===== config.mk =====
export PLATFORM = sky130hd
export DESIGN_NAME = io_input_queue
export DESIGN_NICKNAME = d
export VERILOG_FILES = /design/src/rtl/io_queue_pkg.sv /design/src/rtl/io_input_queue_btn_debouncer.sv /design/src/rtl/io_input_queue.sv
export SDC_FILE = /design/constraint.sdc
export NUM_CORES = 1
export LEC_CHECK = 0
export CORE_MARGIN = 2
export CORE_UTILIZATION = 48
export CTS_CLUSTER_SIZE = 30
export DETAILED_ROUTE_END_ITERATION = 8
export HOLD_SLACK_MARGIN = 0.15
export PLACE_DENSITY = 0.72
export SLEW_MARGIN = 20
export SYNTH_ARGS = -nofsm -noshare
export SYNTH_HDL_FRONTEND = slang
export SYNTH_HIERARCHICAL = 1
export SYNTH_SLANG_ARGS = --single-unit

===== constraint.sdc =====
create_clock -name clock -period 3.2 [get_ports clock]
set_input_delay 0.96 -clock clock [delete_from_list [all_inputs] [get_ports clock]]
set_output_delay 0.96 -clock clock [all_outputs]
set_load 0.005 [all_outputs]

===== src/rtl/io_queue_pkg.sv =====
// io_queue_pkg: shared types and constants for the debounced input queue.
`default_nettype none

package io_queue_pkg;

    localparam int unsigned IOQ_DATA_W = 22;
    localparam int unsigned IOQ_DEPTH  = 32;

    typedef enum logic [1:0] {
        RELEASED     = 2'd0,
        PRESS_WAIT   = 2'd1,
        PRESSED      = 2'd2,
        RELEASE_WAIT = 2'd3
    } db_state_e;

    function automatic int unsigned ioq_ptr_w(input int unsigned depth);
        return (depth > 1) ? $clog2(depth) : 1;
    endfunction

endpackage

`default_nettype wire


===== src/rtl/io_input_queue_btn_debouncer.sv =====
// btn_debouncer: 2-FF synchronizer plus stable-level FSM for an active-low push-button,
// emitting one registered pulse per accepted press.
`default_nettype none

module btn_debouncer
    import io_queue_pkg::*;
#(
    parameter int unsigned DEBOUNCE_CYCLES = 50000
) (
    input  logic clock,
    input  logic reset,
    input  logic btn_n_i,
    output logic press_pulse_o
);

    localparam int unsigned DB_W = $clog2(DEBOUNCE_CYCLES + 1);
    // The accepting edge is the one on which the counter would reach DEBOUNCE_CYCLES-1.
    localparam logic [DB_W-1:0] PRE_LAST = DB_W'((DEBOUNCE_CYCLES > 1) ? (DEBOUNCE_CYCLES - 2) : 0);

    logic            sync1_q;
    logic            sync2_q;
    db_state_e       state_q;
    logic [DB_W-1:0] cnt_q;
    logic            press_q;

    always_ff @(posedge clock or posedge reset) begin
        if (reset) begin
            sync1_q <= 1'b1;
            sync2_q <= 1'b1;
            state_q <= RELEASED;
            cnt_q   <= '0;
            press_q <= 1'b0;
        end else begin
            sync1_q <= btn_n_i;
            sync2_q <= sync1_q;
            press_q <= 1'b0;
            case (state_q)
                RELEASED: begin
                    if (!sync2_q) begin
                        state_q <= PRESS_WAIT;
                        cnt_q   <= '0;
                    end
                end
                PRESS_WAIT: begin
                    if (sync2_q) begin
                        state_q <= RELEASED;
                    end else if (cnt_q == PRE_LAST) begin
                        state_q <= PRESSED;
                        press_q <= 1'b1;
                    end else begin
                        cnt_q <= cnt_q + 1'b1;
                    end
                end
                PRESSED: begin
                    if (sync2_q) begin
                        state_q <= RELEASE_WAIT;
                        cnt_q   <= '0;
                    end
                end
                RELEASE_WAIT: begin
                    if (!sync2_q) begin
                        state_q <= PRESSED;
                    end else if (cnt_q == PRE_LAST) begin
                        state_q <= RELEASED;
                    end else begin
                        cnt_q <= cnt_q + 1'b1;
                    end
                end
                default: state_q <= RELEASED;
            endcase
        end
    end

    assign press_pulse_o = press_q;

endmodule

`default_nettype wire


===== src/rtl/io_input_queue.sv =====
// io_input_queue: debounced apply button captures the synchronized switch word into a FIFO.
// Optional IOQ_DROP_OLDEST_EN: a push into a full queue overwrites the oldest entry.
`default_nettype none

module io_input_queue
    import io_queue_pkg::*;
#(
    parameter int unsigned DATA_W          = IOQ_DATA_W,
    parameter int unsigned DEPTH           = IOQ_DEPTH,
    parameter int unsigned DEBOUNCE_CYCLES = 50000,
    parameter int unsigned CNT_W           = 16
) (
    input  logic              clock,
    input  logic              reset,
    input  logic              apply_btn,
    input  logic [DATA_W-1:0] io_in,
    input  logic              pop,
    output logic [DATA_W-1:0] head_data,
    output logic [CNT_W-1:0]  avail_count,
    output logic              empty,
    output logic              full,
    output logic              overflow,
    input  logic              clear_overflow
);

    localparam int unsigned PTR_W = ioq_ptr_w(DEPTH);

    logic [DATA_W-1:0] io_s1_q;
    logic [DATA_W-1:0] io_s2_q;
    logic              push;

    logic [DATA_W-1:0] mem_q [DEPTH];
    logic [PTR_W-1:0]  wr_ptr_q, wr_ptr_d;
    logic [PTR_W-1:0]  rd_ptr_q, rd_ptr_d;
    logic [PTR_W:0]    count_q, count_d;
    logic              overflow_q, overflow_d;

    logic              wr_en;
    logic              rd_adv;
    logic              ovf_set;

    btn_debouncer #(
        .DEBOUNCE_CYCLES(DEBOUNCE_CYCLES)
    ) u_debounce (
        .clock        (clock),
        .reset        (reset),
        .btn_n_i      (apply_btn),
        .press_pulse_o(push)
    );

    assign empty = (count_q == '0);
    assign full  = (count_q == (PTR_W+1)'(DEPTH));

    // A full queue with a coincident pop always has room for the push.
    assign ovf_set = push && full && !pop;
`ifdef IOQ_DROP_OLDEST_EN
    assign wr_en  = push;
    assign rd_adv = (pop && !empty) || ovf_set;
`else
    assign wr_en  = push && (!full || pop);
    assign rd_adv = pop && !empty;
`endif

    always_comb begin
        wr_ptr_d   = wr_ptr_q;
        rd_ptr_d   = rd_ptr_q;
        count_d    = count_q;
        overflow_d = overflow_q;
        if (wr_en) begin
            wr_ptr_d = wr_ptr_q + 1'b1;
        end
        if (rd_adv) begin
            rd_ptr_d = rd_ptr_q + 1'b1;
        end
        if (wr_en && !rd_adv) begin
            count_d = count_q + 1'b1;
        end else if (!wr_en && rd_adv) begin
            count_d = count_q - 1'b1;
        end
        if (ovf_set) begin
            overflow_d = 1'b1;
        end else if (clear_overflow) begin
            overflow_d = 1'b0;
        end
    end

    always_ff @(posedge clock or posedge reset) begin
        if (reset) begin
            io_s1_q    <= '0;
            io_s2_q    <= '0;
            wr_ptr_q   <= '0;
            rd_ptr_q   <= '0;
            count_q    <= '0;
            overflow_q <= 1'b0;
        end else begin
            io_s1_q    <= io_in;
            io_s2_q    <= io_s1_q;
            wr_ptr_q   <= wr_ptr_d;
            rd_ptr_q   <= rd_ptr_d;
            count_q    <= count_d;
            overflow_q <= overflow_d;
        end
    end

    always_ff @(posedge clock) begin
        if (wr_en) begin
            mem_q[wr_ptr_q] <= io_s2_q;
        end
    end

    assign head_data   = empty ? '0 : mem_q[rd_ptr_q];
    assign avail_count = CNT_W'(count_q);
    assign overflow    = overflow_q;

endmodule

`default_nettype wire


==> results.md <==
* Pwr dens at 860 nW/um^2
* CP Launch Type: flop
* EDFF count, synth at 704
* Peak Freq at 253 MHz
* Avg Cell Area, Syn at 20.5 sq um
* Die Span Y at 255 um
* Post-Place Worst Slack at -0.754 ns
* Drt total wl at 78.7 mm
* Main synth FF type: edfxtp_1
* Worst-path maximum fanout at 7
* Worst-path clk slew at 0.06 ns
* Worst Path Required at 2.24 ns
* TritonCTS clock tree: built
* Antenna violations before repair at 2
* Final nets at 1,814
* CP Data Arrival Time at 2.99 ns
* Post-Synth XOR/XNOR Area at 0.00435
* Share of total power in the clock network at 0.269
* Grt ovf at 0
* Sw frac at 0.309
* Worst slew margin at 0.339
* Vias at 16,400
* WHS at 0.347 ns
* Vias in the first global route at 16,800
* Maximum vdd drop at 561 uV
* Clock Skews at 0.0423 ns
* Vias per cell at 6.16
* H-tree levels at 3
* Min Tclk post-route at 3.95 ns
* Latest clock arrival within the worst-skew pair at 0.64 ns
* Post-layout util at 0.612
* Worst-margin pin slew at 0.991 ns
* WL per Instance at 29.5 um
* Final setup vio count at 22
* Crit share post-route at 1.23
* Simple-Gate Fraction of Synth Area at 0.0279
* Cell variety after synth at 65
* Sequential fraction of the synthesis area at 0.767
* Area leader, netlist: edfxtp_1
* Area share of fa/ha/maj cells after synthesis at 0.00604
* Post-Syn Area at 30,200 sq um
* CTS sink cnt at 786
* Placed wire-length estimate at 42.3 mm
* Crit path kind: reg -> out
* Pin count of the biggest net entering global routing at 62
* Share of post-route cells with drive strength above 1 at 0.374
* Synth Area in Compound Gates at 0.0450
* Cell Int Power at 22.6 mW
* Placed Instance Area at 33,500 sq um
* Violated checks: setup timing
* IO Count at 68
* Clk buf depth at 3
* Critical Path Sink Type: output port
* Die width at 255 um
* Gate power share at 0.376
* Setup WS post-layout at -0.746 ns
* Asr flop ratio synth at 0.104
* Total core area at 61,900 sq um
* Final Wtd Congestion at 0.810
* Leading post-synthesis cells by cell area: edfxtp_1 70%, mux4_2 9.9%, dfrtp_1 6.6%
* Top cell type's share of synthesized area at 0.699
* Initial Util at 0.488
* Status: finished, violations left
* Largest family of logic cells by synthesized area: multiplexers
* Port bufs at 57
* Antenna diodes at 0
* P_leak at 12.8 nW
* Residual DRC at 0
* Max-cap violations at 0
* DR pass1 iterations at 5
* Yosys warnings at 6
* Full die area at 65,000 sq um
* First-pass GRT wire length at 113 mm
* Gr usage total at 0.245
* Post-route ant nets at 0
* RSZ-0062 raised after global routing: true
* P_sw at 10.1 mW
* DR iter-0 viols at 1,854
* Final Max Slew Viols at 0
* Cell area after layout at 37,900 sq um
* Sequential share of power at 0.354
* Root Driver: clkbuf_16
* Std-Cell Rows at 91
* Area growth syn-to-layout at 25.4%
* Multiplexer share of the synthesized area at 0.129
* Syn Inst Count at 1,475
* Yosys reg bits at 786
* Worst Hold Class: reg -> reg
* CTS Buf Count at 76
* Final hold violations at 0
==> metrics by stage <==
stage,setup TNS (ns),cells,power (mW)
global route,-15.87,2671,33.6
detailed placement,-12.59,2465,20.9
finish,-14.35,2671,32.6
global placement,-12.08,2465,20.8
floorplan,0,1484,16.4
CTS,-14.71,2659,32.0
==> logic make-up after synthesis <==
logic type / Yosys count
AOI/OAI and AO/OA: 174
xor gates and xnor gates: 15
adders and majority gates: 14
buffers and inverters: 110
DFF: 786
muxes: 224
other: 1
and+or+nand+nor: 151
==> placed cells by master, fill, tap and decap left out, types with 9 or more instances in the layout <==
master	Yosys	final
inv_1	16	14
clkbuf_16	0	79
clkinv_2	0	9
clkbuf_1	44	16
a31oi_1	10	9
nand2_1	22	22
clkdlybuf4s50_1	0	33
xnor2_1	11	11
a2111oi_4	0	22
mux2i_1	90	86
nor2_2	0	32
buf_4	21	141
a211oi_2	0	14
o221ai_1	21	19
nand3_1	17	16
a22o_4	0	26
ha_1	13	12
mux4_2	133	133
buf_16	0	10
buf_12	1	69
dfrtp_1	80	61
a22o_1	43	17
o21ai_0	15	15
nor3_2	0	11
clkinv_1	0	18
o22ai_1	22	15
nor3_4	0	9
dfrtp_2	0	17
buf_6	9	22
edfxtp_1	704	704
buf_2	15	21
conb_1	1	10
==> cells in the mapped netlist (4+ instances only) <==
| cell | n |
|---|---|
| xor2_1 | 4 |
| xnor2_1 | 11 |
| inv_1 | 16 |
| dfrtp_1 | 80 |
| o21ai_0 | 15 |
| nand3_1 | 17 |
| or4_1 | 4 |
| a2111oi_0 | 20 |
| nor2_1 | 40 |
| clkbuf_1 | 44 |
| nor3_1 | 24 |
| mux2i_1 | 90 |
| o22ai_1 | 22 |
| nor4_1 | 4 |
| a31oi_1 | 10 |
| buf_6 | 9 |
| nand3b_1 | 4 |
| o211ai_1 | 4 |
| o221ai_1 | 21 |
| ha_1 | 13 |
| nand2_1 | 22 |
| a22o_1 | 43 |
| nand4_1 | 7 |
| mux4_2 | 133 |
| buf_2 | 15 |
| a211oi_1 | 21 |
| buf_4 | 21 |
| edfxtp_1 | 704 |
==> flip-flops by register name (all words and copies together) (netlist names), named ones only <==
name	flops
mem_q	704
io_s1_q	22
io_s2_q	22
u_debounce/cnt_q	16
count_q	6
rd_ptr_q	5
wr_ptr_q	5
overflow	1
u_debounce/press_pulse_o	1
u_debounce/state_q	1
u_debounce/sync1_q	1
u_debounce/sync2_q	1
==> timing repair <==
item	in CTS	in global routing
hold buffers	0	0
cloned	10	1
setup buffers	57	14
endpoints found under the setup margin	24	26
pin swaps	79	46
gates resized for setup	285	29
==> final cells by class <==
type / count / area, sq um
fill: 4191 / 24000
sequential: 786 / 23200
multi-input combinational: 588 / 7610
timing repair buffer: 305 / 3520
clock buffer: 100 / 2090
tap: 837 / 1050
clock inverter: 39 / 352
inverter: 16 / 60.1
==> routing by layer <==
metal	GRT usage	routed length (um)	up-vias
met1	0.329	29700	8636
met3	0.0614	8120	166
li1	-	-	6708
met2	0.390	38100	929
met4	0.0952	2670	2
met5	0	8	-
==> critical path, cell delays in order, from the launching register on <==
cell and delay [ns]:
dfrtp_4 0.51, buf_12 0.15, buf_12 0.14, buf_16 0.13
buf_12 0.13, buf_8 0.12, mux4_2 0.45, a2111oi_4 0.37
buf_4 0.19, nor3_2 0.06, buf_2 0.14
==> worst paths after layout <==
| kind | start | to | slack (ns) | depth (start not counted) |
|---|---|---|---|---|
| worst min register to register | io_s1_q[0] | io_s2_q[0] | 0.35 | 0 |
| worst max-delay path | rd_ptr_q[0] | head_data[11] | -0.75 | 10 |
| max in group asynchronous | reset | u_debounce/cnt_q[8] | 1.83 | 2 |
| worst min-delay path | io_s1_q[0] | io_s2_q[0] | 0.35 | 0 |
| worst max register to register | count_q[0] | count_q[5] | 0.27 | 13 |
| min in group asynchronous | reset | io_s2_q[5] | 0.76 | 3 |
==> power groups by stage <==
stage / clock network, mW / logic [mW] / registers, mW
4_1_cts: 8.85 / 11.6 / 11.6
2_1_floorplan: 0 / 4.80 / 11.6
6_report: 8.79 / 12.3 / 11.6
3_5_place_dp: 0 / 9.11 / 11.8
5_1_grt: 9.27 / 12.7 / 11.6
3_3_place_gp: 0 / 9.02 / 11.7
Power figures use the tool's default switching activity.
